[config.mk]
export PLATFORM = sky130hd
export DESIGN_NAME = aggr_par_sched
export DESIGN_NICKNAME = d
export VERILOG_FILES = /design/src/rtl/aggr_par_sched_pkg.sv /design/src/rtl/aggr_par_sched_pick.sv /design/src/rtl/aggr_par_sched.sv
export SDC_FILE = /design/constraint.sdc
export NUM_CORES = 1
export LEC_CHECK = 0
export CELL_PAD_IN_SITES_DETAIL_PLACEMENT = 0
export CELL_PAD_IN_SITES_GLOBAL_PLACEMENT = 1
export CORE_ASPECT_RATIO = 0.5
export CORE_UTILIZATION = 38
export DETAILED_ROUTE_END_ITERATION = 8
export PLACE_DENSITY = 0.86
export SYNTH_ARGS = -nofsm -noshare
export SYNTH_HDL_FRONTEND = slang
export SYNTH_SLANG_ARGS = --single-unit
[constraint.sdc]
create_clock -name clk -period 5.6 [get_ports clk]
set_input_delay 1.12 -clock clk [delete_from_list [all_inputs] [get_ports clk]]
set_output_delay 1.12 -clock clk [all_outputs]
set_load 0.01 [all_outputs]
[src/rtl/aggr_par_sched_pkg.sv]
// Shared types and constants for the aggregated-parser
// metadata scheduler.
package aggr_par_sched_pkg;

  localparam int AGGR_SCHED_NPORTS   = 4;
  localparam int AGGR_SCHED_WT_NBITS = 4;

  typedef struct packed {
    logic [15:0] pkt_len;
    logic [7:0]  hdr_off;
    logic [7:0]  proto;
  } aggr_par_meta_type;

endpackage

[src/rtl/aggr_par_sched_pick.sv]
// Round-robin picker: first requester after base,
// wrapping, with base itself scanned last.
module rr_pick #(
  parameter int NPORTS    = 4,
  parameter int IDX_NBITS = $clog2(NPORTS)
) (
  input  logic [NPORTS-1:0]    req_i,
  input  logic [IDX_NBITS-1:0] base_i,
  output logic [NPORTS-1:0]    gnt_o,
  output logic [IDX_NBITS-1:0] idx_o,
  output logic                 vld_o
);

  logic [IDX_NBITS-1:0] cand;

  // scan farthest offset first so the nearest one wins
  always_comb begin
    gnt_o = '0;
    idx_o = '0;
    vld_o = 1'b0;
    cand  = '0;
    for (int i = NPORTS; i >= 1; i--) begin
      cand = base_i + IDX_NBITS'(i);
      if (req_i[cand]) begin
        idx_o = cand;
        vld_o = 1'b1;
      end
    end
    if (vld_o) gnt_o[idx_o] = 1'b1;
  end

endmodule

[src/rtl/aggr_par_sched.sv]
// Weighted round-robin pop scheduler feeding one
// downstream metadata FIFO from NPORTS upstream FIFOs.
module aggr_par_sched
  import aggr_par_sched_pkg::*;
#(
  parameter int NPORTS     = AGGR_SCHED_NPORTS,
  parameter int PORT_NBITS = 2,
  parameter int WT_NBITS   = AGGR_SCHED_WT_NBITS,
  parameter int STAT_NBITS = 16
) (
  input  logic                          clk,
  input  logic                          rst,
  input  logic [NPORTS-1:0]             in_empty,
  input  aggr_par_meta_type [NPORTS-1:0] in_data,
  output logic [NPORTS-1:0]             in_rd,
  input  logic                          out_full,
  output logic                          out_wr,
  output aggr_par_meta_type             out_data,
  output logic [PORT_NBITS-1:0]         out_port,
  input  logic                          cfg_wr,
  input  logic                          cfg_rd,
  input  logic [PORT_NBITS:0]           cfg_addr,
  input  logic [STAT_NBITS-1:0]         cfg_wdata,
  output logic [STAT_NBITS-1:0]         cfg_rdata
);

  logic [WT_NBITS-1:0]   weight_q [NPORTS];
  logic [STAT_NBITS-1:0] stat_q   [NPORTS];
  logic [PORT_NBITS-1:0] cur_q, cur_d;
  logic [WT_NBITS-1:0]   burst_q, burst_d;
  logic [NPORTS-1:0]     elig, pick_gnt, cur_oh;
  logic [PORT_NBITS-1:0] pick_idx, gnt_idx;
  logic                  pick_vld, keep, grant;
  logic [PORT_NBITS-1:0] cfg_port;
  logic                  cfg_stat;
  logic                  unused_wdata;

  assign cfg_port     = cfg_addr[PORT_NBITS-1:0];
  assign cfg_stat     = cfg_addr[PORT_NBITS];
  assign unused_wdata = ^cfg_wdata[STAT_NBITS-1:WT_NBITS];

  // a zero weight parks the port
  always_comb begin
    elig = '0;
    for (int p = 0; p < NPORTS; p++)
      elig[p] = ~in_empty[p] & (weight_q[p] != '0);
  end

  rr_pick #(
    .NPORTS   (NPORTS),
    .IDX_NBITS(PORT_NBITS)
  ) u_pick (
    .req_i (elig),
    .base_i(cur_q),
    .gnt_o (pick_gnt),
    .idx_o (pick_idx),
    .vld_o (pick_vld)
  );

  // keep the burst while quota remains, else move on
  always_comb begin
    cur_oh  = NPORTS'(1) << cur_q;
    keep    = elig[cur_q] & (burst_q < weight_q[cur_q]);
    grant   = ~rst & ~out_full & (keep | pick_vld);
    gnt_idx = keep ? cur_q : pick_idx;
    in_rd   = '0;
    cur_d   = cur_q;
    burst_d = burst_q;
    if (grant) begin
      in_rd   = keep ? cur_oh : pick_gnt;
      cur_d   = gnt_idx;
      burst_d = keep ? burst_q + WT_NBITS'(1)
                     : WT_NBITS'(1);
    end
  end

  // arbitration state and registered downstream write
  always_ff @(posedge clk or posedge rst) begin
    if (rst) begin
      cur_q    <= '0;
      burst_q  <= '0;
      out_wr   <= 1'b0;
      out_data <= '0;
      out_port <= '0;
    end else begin
      cur_q   <= cur_d;
      burst_q <= burst_d;
      out_wr  <= grant;
      if (grant) begin
        out_data <= in_data[gnt_idx];
        out_port <= gnt_idx;
      end
    end
  end

  // weights, saturating pop counters and read port
  always_ff @(posedge clk or posedge rst) begin
    if (rst) begin
      cfg_rdata <= '0;
      for (int p = 0; p < NPORTS; p++) begin
        weight_q[p] <= WT_NBITS'(1);
        stat_q[p]   <= '0;
      end
    end else begin
      if (cfg_rd)
        cfg_rdata <= cfg_stat ? stat_q[cfg_port]
                   : STAT_NBITS'(weight_q[cfg_port]);
      for (int p = 0; p < NPORTS; p++) begin
        if (cfg_wr & ~cfg_stat &
            (cfg_port == PORT_NBITS'(p)))
          weight_q[p] <= cfg_wdata[WT_NBITS-1:0];
        if (cfg_wr & cfg_stat &
            (cfg_port == PORT_NBITS'(p)))
          stat_q[p] <= in_rd[p] ? STAT_NBITS'(1) : '0;
        else if (in_rd[p] && (stat_q[p] != '1))
          stat_q[p] <= stat_q[p] + STAT_NBITS'(1);
      end
    end
  end

`ifndef SYNTHESIS
  a_rd_empty: assert property (
    @(posedge clk) disable iff (rst)
    (in_rd & in_empty) == '0);
  a_rd_onehot: assert property (
    @(posedge clk) disable iff (rst)
    $onehot0(in_rd));
  a_wr_full: assert property (
    @(posedge clk) disable iff (rst)
    out_wr |-> !$past(out_full));
`endif

endmodule

Word level (Yosys, flattened, before mapping)
Cells that the tools add are included.
{"block": "word_totals", "regBits": 135, "in_bits": 156, "output_inout_bits": 55, "word_cells": 129}
{"block": "classes", "add_sub_neg": 8, "magnitude_cmp": 10, "eq_ne": 7, "shifts": 1, "n_mux": 47, "bitwise": 27, "n_reduce_logical": 14}
{"op": "2-to-1 mux 16 bit", "n": 11}
{"op": "adder 16 x 1 -> 16 bit, second input constant", "n": 4}
{"op": "binary-select mux 32 bit (select 2 bit)", "n": 1}
{"op": "inequality test 16 bit, second input constant", "n": 4}
{"op": "binary-select mux 16 bit (select 2 bit)", "n": 1}
{"op": "2-to-1 mux 32 bit", "n": 1}
{"op": "2-to-1 mux 4 bit", "n": 8}
{"op": "less-than comparator 2 x 3 -> 1 bit, second input constant", "n": 6}
{"op": "AND 1 bit", "n": 17}
{"op": "binary-select mux 4 bit (select 2 bit)", "n": 2}
{"op": "nonzero test 4 bit", "n": 4}
{"op": "2-to-1 mux 1 bit", "n": 13}
{"op": "2-to-1 mux 2 bit", "n": 5}
{"op": "binary-select mux 1 bit (select 2 bit)", "n": 4}
{"op": "nonzero test 2 bit", "n": 4}
{"op": "NOT 1 bit", "n": 7}
{"op": "greater-or-equal comparator 3 bit, second input constant", "n": 2}
{"op": "NOT 2 -> 3 bit", "n": 2}
{"op": "logical AND 1 bit", "n": 5}
{"op": "adder 2 bit, second input constant", "n": 2}
{"op": "adder 4 x 1 -> 4 bit, second input constant", "n": 1}
{"op": "== test 2 bit, second input constant", "n": 2}
{"op": "less-than comparator 4 bit", "n": 1}
{"op": "left shift 1 x 2 -> 4 bit, first input constant", "n": 1}
{"op": "other kinds (6)", "n": 6}

Depth between registers and ports, before layout
Gate-level depths: netlist of the first run.
{"block": "logic_depth", "ltp_word": 18, "depth_mapped": 14}

Modules after synthesis
Synthesis of the first run repeated with hierarchy kept, for this count alone.
{"block": "unflattened", "hier_cells": 831, "hier_area_um2": 8220.4}
{"module": "aggr_par_sched", "n_inst": 1, "cells_each": 799, "area_per_inst_um2": 8001.4}
{"module": "rr_pick", "n_inst": 1, "cells_each": 32, "area_per_inst_um2": 219.0}

Worst setup path after synthesis of the first run
No wires, ideal clock.
{"block": "synth_path", "path_type": "reg2out", "startpoint": "register cur_q[0]", "endpoint": "output port in_rd[3]", "t_arrival_ps": 3026, "t_required_ps": 4480, "path_slack_ps": 1454, "path_stages_with_launch": 12, "path_buffers": 2, "path_cell_list": "dfrtp_1 -> buf_1 -> mux4_2 -> inv_1 -> ha_1 -> a21o_1 -> a21oi_1 -> o31a_1 -> a21oi_2 -> a32oi_1 -> clkbuf_1 -> inv_1"}
{"block": "synth_between", "elab_chain_cells": 13, "elab_cells_between_ends": 36, "classes_between": "add/sub (3); order compare (3); shift (1); mux (24); bitwise (4); reduce/logical (1)"}
{"element": "start, declared", "line": "aggr_par_sched.sv:29", "source": "logic [PORT_NBITS-1:0] cur_q, cur_d;"}
{"element": "start signal, assigned", "line": "aggr_par_sched.sv:86", "source": "cur_q <= cur_d;"}
{"element": "adder 2 bit / binary-select mux 1 bit (select 2 bit) (equally long branches)", "line": "aggr_par_sched_pick.sv:23, aggr_par_sched_pick.sv:24, aggr_par_sched.sv:63"}
{"element": "binary-select mux 1 bit (select 2 bit) / 2-to-1 mux 1 bit (equally long branches)", "line": "aggr_par_sched_pick.sv:24, aggr_par_sched.sv:63"}
{"element": "2-to-1 mux 1 bit (implied by the code) / 2-to-1 mux 2 bit (equally long branches)", "line": "aggr_par_sched_pick.sv:24", "source": "if (req_i[cand]) begin"}
{"element": "2-to-1 mux 2 bit (3 in a row)", "line": "aggr_par_sched_pick.sv:24"}
{"element": "less-than comparator 2 x 3 -> 1 bit (implied by the code) / greater-or-equal comparator 2 x 1 -> 1 bit (equally long branches)", "line": "aggr_par_sched_pick.sv:29", "source": "if (vld_o) gnt_o[idx_o] = 1'b1;"}
{"element": "logical AND 1 bit (implied by the code)", "line": "aggr_par_sched_pick.sv:29"}
{"element": "2-to-1 mux 1 bit (implied by the code)", "line": "aggr_par_sched_pick.sv:29"}
{"element": "demux 1 bit (select 2 bit)"}
{"element": "2-to-1 mux 4 bit", "line": "aggr_par_sched_pick.sv:29"}
{"element": "2-to-1 mux 4 bit", "line": "aggr_par_sched.sv:70", "source": "in_rd = keep ? cur_oh : pick_gnt;"}
{"element": "2-to-1 mux 4 bit *", "line": "aggr_par_sched.sv:69", "source": "if (grant) begin"}
{"element": "end, declared", "line": "aggr_par_sched.sv:15", "source": "output logic [NPORTS-1:0] in_rd,"}
Every way passes the cells marked *; elsewhere a longest branch is shown, timed or not. The select of a mux whose other input is x is not followed.

Worst setup path in the final report of the first run
{"block": "layout_path", "startpoint": "register cur_q[1]", "endpoint": "output port in_rd[1]"}
Same word-level chain as after synthesis.

==> results of run 1 <==
==> per-stage QoR <==
| stage | util | power (mW) | worst slack [ps] | cell area (sq um) | cells |
|---|---|---|---|---|---|
| 4_1_cts | 0.534 | 4.60 | 395 | 11200 | 1334 |
| 3_3_place_gp | 0.506 | 3.41 | 717 | 10700 | 1302 |
| 3_5_place_dp | 0.506 | 3.46 | 650 | 10700 | 1302 |
| 6_report | 0.534 | 4.57 | 394 | 11200 | 1334 |
| 5_1_grt | 0.534 | 4.82 | 142 | 11200 | 1334 |
| 2_1_floorplan | - | 2.67 | 876 | 8380 | 852 |
==> layout make-up <==
type	count	area share
multi-input cells	631	0.416
inverters	30	0.0105
well taps	292	0.0325
clock inverters	14	0.0136
clock buffers	18	0.0381
flip-flops and latches	135	0.301
repair buffers	214	0.189
==> cells in the mapped netlist, types with 4 or more instances <==
master,number,share of area
dfrtp_1,131,0.39
mux2i_1,73,0.087
nor2_1,67,0.030
nand2_1,58,0.026
a21oi_1,57,0.034
nand3_1,41,0.024
or4_1,40,0.036
clkbuf_1,38,0.017
a221oi_1,32,0.033
o21ai_0,30,0.018
o31ai_1,30,0.027
inv_1,27,0.012
mux4_2,25,0.067
mux2_2,17,0.023
nor3_1,17,0.010
nand4_1,15,0.011
or3_1,14,0.010
buf_2,13,0.0078
ha_1,12,0.018
and3_1,11,0.0082
o211ai_1,9,0.0081
and4_1,7,0.0073
nand2b_1,7,0.0052
or2_2,7,0.0052
o21ai_1,6,0.0036
and2_1,5,0.0037
dfstp_2,4,0.013
nand3b_1,4,0.0036
==> tightest hold or removal path: stages, from the launching register on <==
cell	delay (ps)
dfrtp_1	380
inv_1	50
o21ai_0	60
==> power breakdown <==
part           internal, mW  switching [mW]  leakage [nW]
Clock                 0.659           0.459         0.273
Combinational          1.00            1.06          2.53
Sequential             1.17           0.206          1.72
Total                  2.84            1.73          4.53
==> routing by layer <==
| metal | vias to the layer above | routed length, um |
|---|---|---|
| met2 | 299 | 12300 |
| met3 | 39 | 2120 |
| met5 | - | 0 |
| met4 | 0 | 453 |
| li1 | 3647 | - |
| met1 | 3869 | 11300 |
==> path summary, 6_finish.rpt <==
check | from | cells past startpoint | slack (ps) | endpoint
setup / recovery | cur_q[1] | 8 | 390 | in_rd[1]
hold / removal | cfg_rdata[5] | 2 | 520 | cfg_rdata[5]
setup reg to reg | cur_q[0] | 11 | 1300 | out_data[30]
hold reg to reg | cfg_rdata[5] | 2 | 520 | cfg_rdata[5]
max in group asynchronous | rst | 3 | 3270 | out_data[11]
min in group asynchronous | rst | 2 | 1290 | weight_q[14]
==> flip-flops by register name, indices dropped and copies added, names as in the netlist <==
signal     cells
stat_q        64
out_data      32
cfg_rdata     16
weight_q      16
burst_q        4
cur_q          2
out_wr         1
==> kinds of logic (layout without fill, tap and decap cells) <==
logic type,Yosys count,after routing,synth area share
simple gates,308,308,0.200
compound gates,195,195,0.158
flops,135,135,0.404
mux,116,116,0.179
buf+inv,86,276,0.0422
fa+ha+maj,12,12,0.0179
==> tab_implementation.tex, run 1 <==
\begin{tabular}{lr}
\hline
Metric & Value \\
\hline
\multicolumn{2}{l}{\textbf{Min path}} \\
\quad Path type of the worst min-delay path & register to register \\
\multicolumn{2}{l}{\textbf{Setup path}} \\
\quad Cell-by-cell listing of the critical path & inv\_1, ha\_1, nor3\_1, a211oi\_1, o32a\_1, o32a\_4, inv\_2, clkdlybuf4s50\_1 \\
\quad Kind of capture point of the worst setup path & output port \\
\quad Cell family with the largest share of critical-path delay & compound AO/OA/AOI/OAI gates \\
\quad Buffer and inverter count on the worst path & 3 \\
\quad Required time worst endpoint & 4480 ps \\
\quad Critical path's largest stage delay & 800 ps \\
\quad Critical path arrival & 4090 ps \\
\quad Maximum fanout count along the critical path & 26 \\
\quad Launching element type of the critical path & register \\
\quad Slowest library cell on the worst path & dfrtp\_1 \\
\quad Kind of critical path & register to output port \\
\multicolumn{2}{l}{\textbf{Floorplan}} \\
\quad Width of the chip & 212 um \\
\quad Floorplan core area & 0.0211 sq mm \\
\quad Boundary Pins & 211 \\
\quad Initial Utilization & 0.398 \\
\quad Area enclosed by the die boundary & 0.0227 sq mm \\
\quad Number of placement rows & 37 \\
\quad Die height & 107 um \\
\multicolumn{2}{l}{\textbf{Pwr}} \\
\quad Power density normalized to cell area & 406 mW/mm\^{}2 \\
\quad LEAKAGE & 4.53 nW \\
\quad Max rail drop VDD & 0.281 mV \\
\multicolumn{2}{l}{\textbf{Routing}} \\
\quad Via count & 7854 \\
\quad Drt pass-1 iters & 6 \\
\quad Number of remaining DRC errors & 0 \\
\quad Mean routed wirelength per cell & 19.6 um \\
\quad Post-DRT Antenna Nets & 0 \\
\quad Routed via count divided by cell count & 5.89 \\
\quad Violation count after the first detailed-route iteration & 824 \\
\quad Total wirelength of the detailed-routed design & 26.2 mm \\
\multicolumn{2}{l}{\textbf{STA}} \\
\quad Worst slew margin relative to its limit & 0.213 \\
\quad RSZ-0062 raised after global routing & no \\
\quad Final setup skew & 9.25 ps \\
\quad Final critical-path required period & 5210 ps \\
\quad Setup\_tns & 0 ps \\
\quad Final Cycle Share & 0.930 \\
\quad Setup violators final & 0 \\
\quad Max Freq & 0.192 GHz \\
\quad Max-slew violation total from the final report & 0 \\
\quad Slew at the pin closest to its max-slew limit & 1180 ps \\
\quad Final-report hold violation count & 0 \\
\quad Worst hold slack across all endpoints & 524 ps \\
\multicolumn{2}{l}{\textbf{Clocking}} \\
\quad Number of buffers between clock root and the deepest sink & 2 \\
\quad Clock root cell & clkbuf\_16 \\
\quad Number of clock buffers inserted by TritonCTS & 17 \\
\quad Clock slew at reported path FFs & 70 ps \\
\quad Clock latency at the later pin of the worst-skew pair & 420 ps \\
\quad Post-CTS resize count & 0 \\
\quad TritonCTS clock tree & done \\
\quad Post-CTS setup buffer count & 0 \\
\quad Clock sink total & 135 \\
\quad H-Tree Depth & 4 \\
\quad Hold-fix buffers at CTS & 0 \\
\multicolumn{2}{l}{\textbf{Placement}} \\
\quad Post-detailed-placement half-perimeter wirelength & 19.1 mm \\
\quad Routability-driven placement congestion ratio & 0.894 \\
\quad Count of buffers inserted at the top-level ports & 198 \\
\multicolumn{2}{l}{\textbf{Synth}} \\
\quad Cell area after synthesis & 0.00838 sq mm \\
\quad Share of synthesized registers carrying an async set or reset & 1.00 \\
\quad Part of the Yosys area used for sequential elements & 0.404 \\
\quad Post-synth net total & 1020 \\
\quad Synth warn & 0 \\
\quad Number of flip-flops and latches in the synthesized netlist & 135 \\
\quad Count of cell types in the netlist & 60 \\
\quad Gate count after technology mapping & 852 \\
\quad Number of enable-type register cells in the synthesized netlist & 0 \\
\quad Main flop type after synthesis & dfrtp\_1 \\
\quad Post-Syn Area per Cell & 9.84 sq um \\
\multicolumn{2}{l}{\textbf{Job}} \\
\quad Number of violations of the max-capacitance limit & 0 \\
\multicolumn{2}{l}{\textbf{Layout}} \\
\quad Commonest non-fill, non-tap cells in the layout & clkdlybuf4s50\_1 (198), dfrtp\_1 (131), mux2i\_1 (73) \\
\quad Share of layout cells above drive strength 1 & 0.112 \\
\quad Syn-to-layout area delta & 34.2\% \\
\quad FILL cells & 1865 \\
\quad Most frequent standard cell in the layout excluding fill and tap cells & clkdlybuf4s50\_1 \\
\quad Diodes inserted & 0 \\
\quad Number of nets in the finished design & 1197 \\
\quad Area occupied by multi-input gates & 0.00467 sq mm \\
\quad Seq. cell area & 0.00338 sq mm \\
\multicolumn{2}{l}{\textbf{Outcome}} \\
\quad Outcome & completed \\
\multicolumn{2}{l}{\textbf{GRT}} \\
\quad Most Used Layer, Global Route & met2 \\
\quad Total routing resource utilization after global routing & 0.233 \\
\quad Met2 Track Usage GR & 0.379 \\
\quad First-pass GRT wire length & 41.4 mm \\
\quad Antenna violations before repair & 0 \\
\quad Pin count of the biggest net entering global routing & 98 \\
\quad Number of global-route vias before repair & 7644 \\
\quad Met1 Resource Use GR & 0.313 \\
\quad Global-route met3 utilization & 0.0498 \\
\quad Total grt overflow & 0 \\
\hline
\end{tabular}
No activity file was read; power rests on OpenSTA's default activity.
==> run 2, diff against run 1 <==
CORE_UTILIZATION = 48   (was 38)
CTS_BUF_LIST = sky130_fd_sc_hd__clkbuf_8   (was unset)
DONT_BUFFER_PORTS = 1   (was unset)
PLACE_DENSITY = 0.84   (was 0.86)
==> run 2 against run 1 <==
- fmax is 8.0% higher
- critical path depth is 1 lower
- die area is 21% lower
- global-route usage is 3.6 points higher
- first-iteration DRC count is 25% lower
- sequential power is 6% higher
- largest power group unchanged
- highest routed layer unchanged
==> tab_implementation.tex, run 2 (same netlist as run 1, synthesis figures left out) <==
\begin{tabular}{lr}
\hline
Metric & Value \\
\hline
\multicolumn{2}{l}{\textbf{Routing}} \\
\quad Post-DRT Antenna Nets & 0 (unchanged) \\
\quad Violation count after the first detailed-route iteration & 615 (-25\%) \\
\quad Total wirelength of the detailed-routed design & 24.0 mm (-8.3\%) \\
\quad Mean routed wirelength per cell & 22.5 um (+15\%) \\
\quad Via count & 7129 (-9.2\%) \\
\quad Routed via count divided by cell count & 6.69 (+14\%) \\
\quad Drt pass-1 iters & 5 (-1) \\
\quad Number of remaining DRC errors & 0 (unchanged) \\
\multicolumn{2}{l}{\textbf{Layout}} \\
\quad Max FFs per register & 64 (unchanged) \\
\quad Commonest non-fill, non-tap cells in the layout & dfrtp\_1 (131), mux2i\_1 (73), nor2\_1 (67) \\
\quad Number of nets in the finished design & 994 (-17\%) \\
\quad Diodes inserted & 0 (unchanged) \\
\quad Registers with the most flip-flops & stat\_q (64), out\_data (32) \\
\quad Most frequent standard cell in the layout excluding fill and tap cells & dfrtp\_1 \\
\quad Reg with most FFs & stat\_q \\
\quad Share of layout cells above drive strength 1 & 0.132 (+0.0200) \\
\quad Syn-to-layout area delta & 7.21\% \\
\multicolumn{2}{l}{\textbf{STA}} \\
\quad Final setup skew & 15.8 ps (+6.51 ps) \\
\quad Final Cycle Share & 0.861 (-0.0687) \\
\quad Worst slew margin relative to its limit & 0.269 (+0.0557) \\
\quad Final critical-path required period & 4820 ps (-385 ps) \\
\quad RSZ-0062 raised after global routing & no \\
\quad Slew at the pin closest to its max-slew limit & 1090 ps (-83.2 ps) \\
\quad Setup violators final & 0 (unchanged) \\
\quad Final-report hold violation count & 0 (unchanged) \\
\quad Setup\_tns & 0 ps (unchanged) \\
\quad Worst hold slack across all endpoints & 558 ps (+34.5 ps) \\
\quad Max-slew violation total from the final report & 0 (unchanged) \\
\quad Max Freq & 0.207 GHz (+8.0\%) \\
\quad Post-route worst setup slack & 779 ps (+385 ps) \\
\multicolumn{2}{l}{\textbf{Floorplan}} \\
\quad Area enclosed by the die boundary & 0.0180 sq mm (-21\%) \\
\quad Die height & 95.4 um (-11\%) \\
\quad Width of the chip & 189 um (-11\%) \\
\quad Initial Utilization & 0.501 (+0.103) \\
\quad Boundary Pins & 211 (unchanged) \\
\quad Floorplan core area & 0.0167 sq mm (-21\%) \\
\quad Number of placement rows & 33 (-11\%) \\
\multicolumn{2}{l}{\textbf{GRT}} \\
\quad Antenna violations before repair & 0 (unchanged) \\
\quad Total grt overflow & 0 (unchanged) \\
\quad First-pass GRT wire length & 37.1 mm (-10\%) \\
\quad Number of global-route vias before repair & 6684 (-13\%) \\
\quad Pin count of the biggest net entering global routing & 94 (-4.1\%) \\
\quad Total routing resource utilization after global routing & 0.269 (+0.0361) \\
\multicolumn{2}{l}{\textbf{Clocking}} \\
\quad Clock slew at reported path FFs & 80 ps (about the same) \\
\quad Clock sink total & 135 (unchanged) \\
\quad H-Tree Depth & 4 (unchanged) \\
\quad Post-CTS resize count & 0 (unchanged) \\
\quad TritonCTS clock tree & done \\
\quad Number of clock buffers inserted by TritonCTS & 17 (unchanged) \\
\quad Hold-fix buffers at CTS & 0 (unchanged) \\
\quad Clock latency at the later pin of the worst-skew pair & 460 ps (+40 ps) \\
\quad Clock root cell & clkbuf\_8 \\
\quad Post-CTS setup buffer count & 0 (unchanged) \\
\quad Number of buffers between clock root and the deepest sink & 2 (unchanged) \\
\multicolumn{2}{l}{\textbf{Setup path}} \\
\quad Maximum fanout count along the critical path & 26 (unchanged) \\
\quad Register-to-register setup slack & 1540 ps (+240 ps) \\
\quad Cell-by-cell listing of the critical path & inv\_1, ha\_1, nor3\_1, a211oi\_1, o32a\_1, o32a\_4, inv\_2 \\
\quad Critical path endpoint & in\_rd[1] \\
\quad Launching element type of the critical path & register \\
\quad Worst r2r dst & out\_data[25] \\
\quad Kind of capture point of the worst setup path & output port \\
\quad Required time worst endpoint & 4480 ps (about the same) \\
\quad Critical path's largest stage delay & 850 ps (+50 ps) \\
\quad R2R cell count & 10 (-1) \\
\quad Startpoint of the most critical register-to-register path & cur\_q[1] \\
\quad Critical path arrival & 3700 ps (-390 ps) \\
\quad Slowest library cell on the worst path & dfrtp\_1 \\
\quad Kind of critical path & register to output port \\
\quad Critical path launch point & cur\_q[1] \\
\multicolumn{2}{l}{\textbf{Job}} \\
\quad Number of violations of the max-capacitance limit & 0 (unchanged) \\
\multicolumn{2}{l}{\textbf{Outcome}} \\
\quad Outcome & completed \\
\multicolumn{2}{l}{\textbf{Placement}} \\
\quad Worst setup slack after placement & 1300 ps (+652 ps) \\
\quad Count of buffers inserted at the top-level ports & 0 (-100\%) \\
\quad Post-detailed-placement half-perimeter wirelength & 17.2 mm (-10\%) \\
\quad Routability-driven placement congestion ratio & 0.844 (-5.6\%) \\
\multicolumn{2}{l}{\textbf{Pwr}} \\
\quad LEAKAGE & 3.68 nW (-19\%) \\
\quad Max rail drop VDD & 0.477 mV (+70\%) \\
\quad Power density normalized to cell area & 436 mW/mm\^{}2 (+7.4\%) \\
\multicolumn{2}{l}{\textbf{Min path}} \\
\quad Path type of the worst min-delay path & register to register \\
\hline
\end{tabular}
==> run 2: cell count changes in the layout (fill, tap and decap cells not counted), moves of 2 or more <==
cell | previous run | this run
inv_1 | 26 | 28
buf_4 | 14 | 10
clkbuf_16 | 17 | 0
clkinvlp_4 | 4 | 1
clkdlybuf4s50_1 | 198 | 0
clkbuf_8 | 0 | 20
==> run 2: area by class of cell <==
type | count | area, sq um
Fill cell | 1547 | 7730
Multi-Input combinational cell | 631 | 4680
Sequential cell | 135 | 3380
Tap cell | 227 | 284
Clock buffer | 20 | 275
Clock inverter | 12 | 150
Inverter | 30 | 118
Timing Repair Buffer | 11 | 95.1
==> run 2: layer usage <==
metal,global-route usage,vias to the layer above,part of all wire
met5,0,-,0
met4,0.0954,0,0.022
met3,0.0512,37,0.065
met2,0.438,267,0.48
met1,0.363,3598,0.43
li1,-,3227,-
==> run 2: where the power goes <==
| part | internal (mW) | switching [mW] | total (mW) | leakage, nW |
|---|---|---|---|---|
| clock | 0.476 | 0.410 | 0.886 | 0.222 |
| combinational | 0.680 | 0.896 | 1.58 | 1.73 |
| sequential | 1.17 | 0.285 | 1.46 | 1.72 |
| total | 2.33 | 1.59 | 3.92 | 3.68 |
==> run 2: metrics by stage <==
stage / total power [mW] / std cells / cell area, sq um / utilization
4_1_cts: 3.93 / 1066 / 8990 / 0.537
3_3_place_gp: 2.99 / 1034 / 8560 / 0.512
5_1_grt: 4.15 / 1066 / 8990 / 0.537
6_report: 3.92 / 1066 / 8990 / 0.537
2_1_floorplan: 2.67 / 852 / 8380 / -
3_5_place_dp: 3.04 / 1034 / 8560 / 0.512
==> run 2: worst min-delay path by stage <==
| stage | start | cells past startpoint | slack [ps] | endpoint |
|---|---|---|---|---|
| final | burst_q[2] | 2 | 560 | burst_q[2] |
| after global routing | stat_q[3] | 2 | 600 | stat_q[3] |
| after CTS | burst_q[2] | 2 | 560 | burst_q[2] |
| after detailed placement | burst_q[2] | 2 | 530 | burst_q[2] |
| after global placement | burst_q[2] | 2 | 520 | burst_q[2] |
| after floorplan | burst_q[2] | 2 | 480 | burst_q[2] |
==> run 2: critical path: cells and delay by family, from the launching register on <==
kind / cells / cell delay [ps]
adders and majority gates: 1 / 440
AOI/OAI and AO/OA: 3 / 1090
and+or+nand+nor: 1 / 370
DFF: 1 / 850
buffers and inverters: 2 / 480
==> run 3, diff against run 2 <==
--- a/config.mk
+++ b/config.mk
@@ -16,3 +16,4 @@
 export SYNTH_ARGS = -nofsm -noshare
 export SYNTH_HDL_FRONTEND = slang
+export SYNTH_HIERARCHICAL = 1
 export SYNTH_SLANG_ARGS = --single-unit
==> constraint.sdc (replaced) <==
create_clock -name clk -period 5.6 [get_ports clk]
set_input_delay 0.56 -clock clk [delete_from_list [all_inputs] [get_ports clk]]
set_output_delay 0.56 -clock clk [all_outputs]
set_load 0.01 [all_outputs]
==> run 3 against run 2 <==
- synthesized cell count decreased by 2.5%
- fmax increased by 14%
- cell count fell by 1.6%
- area after synthesis decreased by 1.9%
- clock power rose by 2.6%
- hold slack got worse by 440 ps
- sequential power about the same
- worst setup slack better by 600 ps
- non-clock buffer count grew 4
- flip-flop and latch count is the same
- critical endpoint is now out_data[0]
==> tab_implementation.tex, run 3 <==
\begin{tabular}{lr}
\hline
Metric & Value \\
\hline
\multicolumn{2}{l}{\textbf{STA}} \\
\quad Max-slew violation total from the final report & 0 (unchanged) \\
\quad Final Cycle Share & 0.754 (-0.107) \\
\quad RSZ-0062 raised after global routing & no \\
\quad Setup\_tns & 0 ps (unchanged) \\
\quad Final setup skew & 13.8 ps (-1.94 ps) \\
\quad Final-report hold violation count & 0 (unchanged) \\
\quad Setup violators final & 0 (unchanged) \\
\quad Final critical-path required period & 4220 ps (-597 ps) \\
\quad Worst slew margin relative to its limit & 0.180 (-0.0889) \\
\quad Max Freq & 0.237 GHz (+14\%) \\
\quad Post-route worst setup slack & 1380 ps (+597 ps) \\
\quad Slew at the pin closest to its max-slew limit & 1230 ps (+133 ps) \\
\multicolumn{2}{l}{\textbf{Synth}} \\
\quad Main area contributors after synthesis & dfrtp\_1 (40\%), mux2i\_1 (9.3\%), mux4\_2 (6.3\%), nand2\_1 (3.9\%), o221ai\_1 (3.4\%) \\
\quad Leading cell types by count after synthesis & dfrtp\_1 (131), nand2\_1 (85), mux2i\_1 (76) \\
\quad Number of flip-flops and latches in the synthesized netlist & 135 (unchanged) \\
\quad Part of the Yosys area used for sequential elements & 0.412 (+0.00799) \\
\quad Most area-hungry cell type in the Yosys netlist & dfrtp\_1 \\
\quad Post-Syn Area per Cell & 9.89 sq um (+0.54\%) \\
\quad Count of cell types in the netlist & 69 (+15\%) \\
\quad Gate count after technology mapping & 831 (-2.5\%) \\
\quad Synth warn & 6 (+6) \\
\quad Share of synthesized registers carrying an async set or reset & 1.00 (unchanged) \\
\quad Share of Yosys cell area claimed by the top area cell type & 0.399 (+0.00774) \\
\quad Post-synth net total & 995 (-2.5\%) \\
\quad Cell area after synthesis & 0.00822 sq mm (-1.9\%) \\
\quad Most used standard cell by instance count after synthesis & dfrtp\_1 \\
\quad Number of enable-type register cells in the synthesized netlist & 0 (unchanged) \\
\quad Main flop type after synthesis & dfrtp\_1 \\
\multicolumn{2}{l}{\textbf{Pwr}} \\
\quad LEAKAGE & 3.78 nW (+2.8\%) \\
\quad Reported net switching power & 1.63 mW (+2.3\%) \\
\quad Power share of the clock group & 0.221 (-0.005) \\
\quad Proportion of power drawn by flip-flops and latches & 0.350 (-0.022) \\
\quad Power Internal & 2.48 mW (+6.5\%) \\
\quad Power density normalized to cell area & 465 mW/mm\^{}2 (+6.6\%) \\
\quad Fraction of power spent switching nets & 0.396 (-0.00976) \\
\quad Max rail drop VDD & 0.496 mV (+4.1\%) \\
\quad Share of total power in combinational logic & 0.429 (+0.027) \\
\multicolumn{2}{l}{\textbf{GRT}} \\
\quad Total routing resource utilization after global routing & 0.258 (-0.0113) \\
\quad First-pass GRT wire length & 35.0 mm (-5.5\%) \\
\quad Pin count of the biggest net entering global routing & 88 (-6.4\%) \\
\quad Antenna violations before repair & 1 (+1) \\
\quad Number of global-route vias before repair & 6264 (-6.3\%) \\
\quad Total grt overflow & 0 (unchanged) \\
\multicolumn{2}{l}{\textbf{Layout}} \\
\quad Commonest non-fill, non-tap cells in the layout & dfrtp\_1 (131), nand2\_1 (85), mux2i\_1 (76) \\
\quad Share of layout cells above drive strength 1 & 0.138 (+0.00534) \\
\quad Syn-to-layout area delta & 7.47\% \\
\quad Registers with the most flip-flops & stat\_q (64), out\_data (32) \\
\quad Most frequent standard cell in the layout excluding fill and tap cells & dfrtp\_1 \\
\quad Max FFs per register & 64 (unchanged) \\
\quad Core utilization of the finished layout & 0.534 (-0.00386) \\
\quad Number of nets in the finished design & 974 (-2.0\%) \\
\quad Reg with most FFs & stat\_q \\
\multicolumn{2}{l}{\textbf{Clocking}} \\
\quad Post-CTS setup buffer count & 0 (unchanged) \\
\quad Number of clock buffers inserted by TritonCTS & 17 (unchanged) \\
\quad H-Tree Depth & 4 (unchanged) \\
\quad Post-CTS resize count & 0 (unchanged) \\
\quad Clock latency at the later pin of the worst-skew pair & 450 ps (about the same) \\
\quad Hold-fix buffers at CTS & 0 (unchanged) \\
\quad Clock slew at reported path FFs & 90 ps (about the same) \\
\quad Number of buffers between clock root and the deepest sink & 2 (unchanged) \\
\quad Clock root cell & clkbuf\_8 \\
\quad TritonCTS clock tree & done \\
\quad Clock sink total & 135 (unchanged) \\
\multicolumn{2}{l}{\textbf{Routing}} \\
\quad Routed via count divided by cell count & 6.41 (-4.2\%) \\
\quad Total wirelength of the detailed-routed design & 22.6 mm (-5.6\%) \\
\quad Mean routed wirelength per cell & 21.6 um (-4.0\%) \\
\quad Violation count after the first detailed-route iteration & 464 (-25\%) \\
\quad Number of remaining DRC errors & 0 (unchanged) \\
\quad Post-DRT Antenna Nets & 0 (unchanged) \\
\quad Drt pass-1 iters & 5 (unchanged) \\
\quad Via count & 6724 (-5.7\%) \\
\multicolumn{2}{l}{\textbf{Floorplan}} \\
\quad Width of the chip & 187 um (-0.97\%) \\
\quad Initial Utilization & 0.496 (-0.00482) \\
\quad Area enclosed by the die boundary & 0.0177 sq mm (-1.9\%) \\
\quad Number of placement rows & 33 (unchanged) \\
\quad Floorplan core area & 0.0166 sq mm (-0.99\%) \\
\quad Die height & 94.5 um (-0.95\%) \\
\quad Boundary Pins & 211 (unchanged) \\
\multicolumn{2}{l}{\textbf{Setup path}} \\
\quad Required time worst endpoint & 5940 ps (+1460 ps) \\
\quad Maximum fanout count along the critical path & 42 (+62\%) \\
\quad Kind of capture point of the worst setup path & register \\
\quad Launching element type of the critical path & register \\
\quad Critical path arrival & 4560 ps (+860 ps) \\
\quad Kind of critical path & register to register \\
\multicolumn{2}{l}{\textbf{Outcome}} \\
\quad Outcome & completed \\
\multicolumn{2}{l}{\textbf{Placement}} \\
\quad Worst setup slack after placement & 1420 ps (+117 ps) \\
\quad Count of buffers inserted at the top-level ports & 0 (unchanged) \\
\quad Routability-driven placement congestion ratio & 0.834 (-1.3\%) \\
\quad Post-detailed-placement half-perimeter wirelength & 16.3 mm (-5.3\%) \\
\multicolumn{2}{l}{\textbf{Min path}} \\
\quad Path type of the worst min-delay path & input pin to async pin \\
\multicolumn{2}{l}{\textbf{Job}} \\
\quad Number of violations of the max-capacitance limit & 0 (unchanged) \\
\hline
\end{tabular}
==> run 3: cell types whose count changed in the layout (fill, tap and decap cells not counted), sizes merged, moves of 17 or more <==
cell,change
a221oi,-31
nand2,+27
o221ai,+30
o31ai,-23
or4,-24
xnor2,+17
==> run 3: cells by family after synthesis <==
| logic type | count (synthesis) | synth area share |
|---|---|---|
| AND/OR/NAND/NOR | 291 | 0.176 |
| AO/OA/AOI/OAI | 171 | 0.151 |
| flip-flops | 135 | 0.412 |
| multiplexers | 118 | 0.182 |
| buffers and inverters | 84 | 0.0425 |
| XOR/XNOR | 24 | 0.0256 |
| adder cells (fa/ha/maj) | 8 | 0.0122 |
==> run 3: path summary, 6_finish.rpt <==
| check | start | to | slack, ps | cells past startpoint |
|---|---|---|---|---|
| max | cur_q[0] | out_data[0] | 1380 | 13 |
| max reg2reg | cur_q[0] | out_data[0] | 1380 | 13 |
| min | rst | stat_q[47] | 120 | 1 |
| min in group clk | cfg_rd | cfg_rdata[2] | 180 | 1 |
| max in group asynchronous | rst | out_data[2] | 4300 | 2 |
| min reg2reg | out_data[16] | out_data[16] | 570 | 2 |
==> run 3: worst max-delay path, stage by stage (launching register included) <==
cell     delay [ps]
dfrtp_1         380
buf_4           310
mux4_2          540
inv_1            80
ha_1            240
a21oi_1         220
nor2b_1          90
a21oi_1         310
a21o_1          190
nand2_1          50
buf_4           310
inv_1           190
nand2_1         660
o221a_1         530
==> run 3: metrics by stage <==
step	instance area, sq um	power [mW]	hold slack (ps)	cells
after floorplan	8220	2.80	492	831
after global placement	8410	3.17	539	1018
after detailed placement	8410	3.21	551	1018
after CTS	8830	4.12	145	1048
after global routing	8830	4.35	159	1049
final	8830	4.11	122	1049
==> run 3: per-layer routing <==
metal  share of wire  GRT usage  wire length (um)  vias up
met3           0.067     0.0598              1510       28
met1            0.43      0.335              9650     3395
met4           0.018     0.0833               402        0
met5               0          0                 0        -
li1                -          -                 -     3054
met2            0.49      0.431             11100      247
==> run 3: cell type report <==
class	count	area, sq um
inverters	29	114
clock inverters	12	178
fillers	1470	7720
clock buffers	18	248
repair buffers	15	125
flip-flops and latches	135	3380
diodes	1	2.50
multi-input cells	612	4500
well taps	227	284
==> run 3: power by group through the flow <==
stage | Clock, mW | Sequential, mW | Combinational (mW)
3_3_place_gp | 0 | 1.45 | 1.71
4_1_cts | 0.924 | 1.44 | 1.76
3_5_place_dp | 0 | 1.46 | 1.76
6_report | 0.909 | 1.44 | 1.76
2_1_floorplan | 0 | 1.38 | 1.42
5_1_grt | 0.966 | 1.46 | 1.92
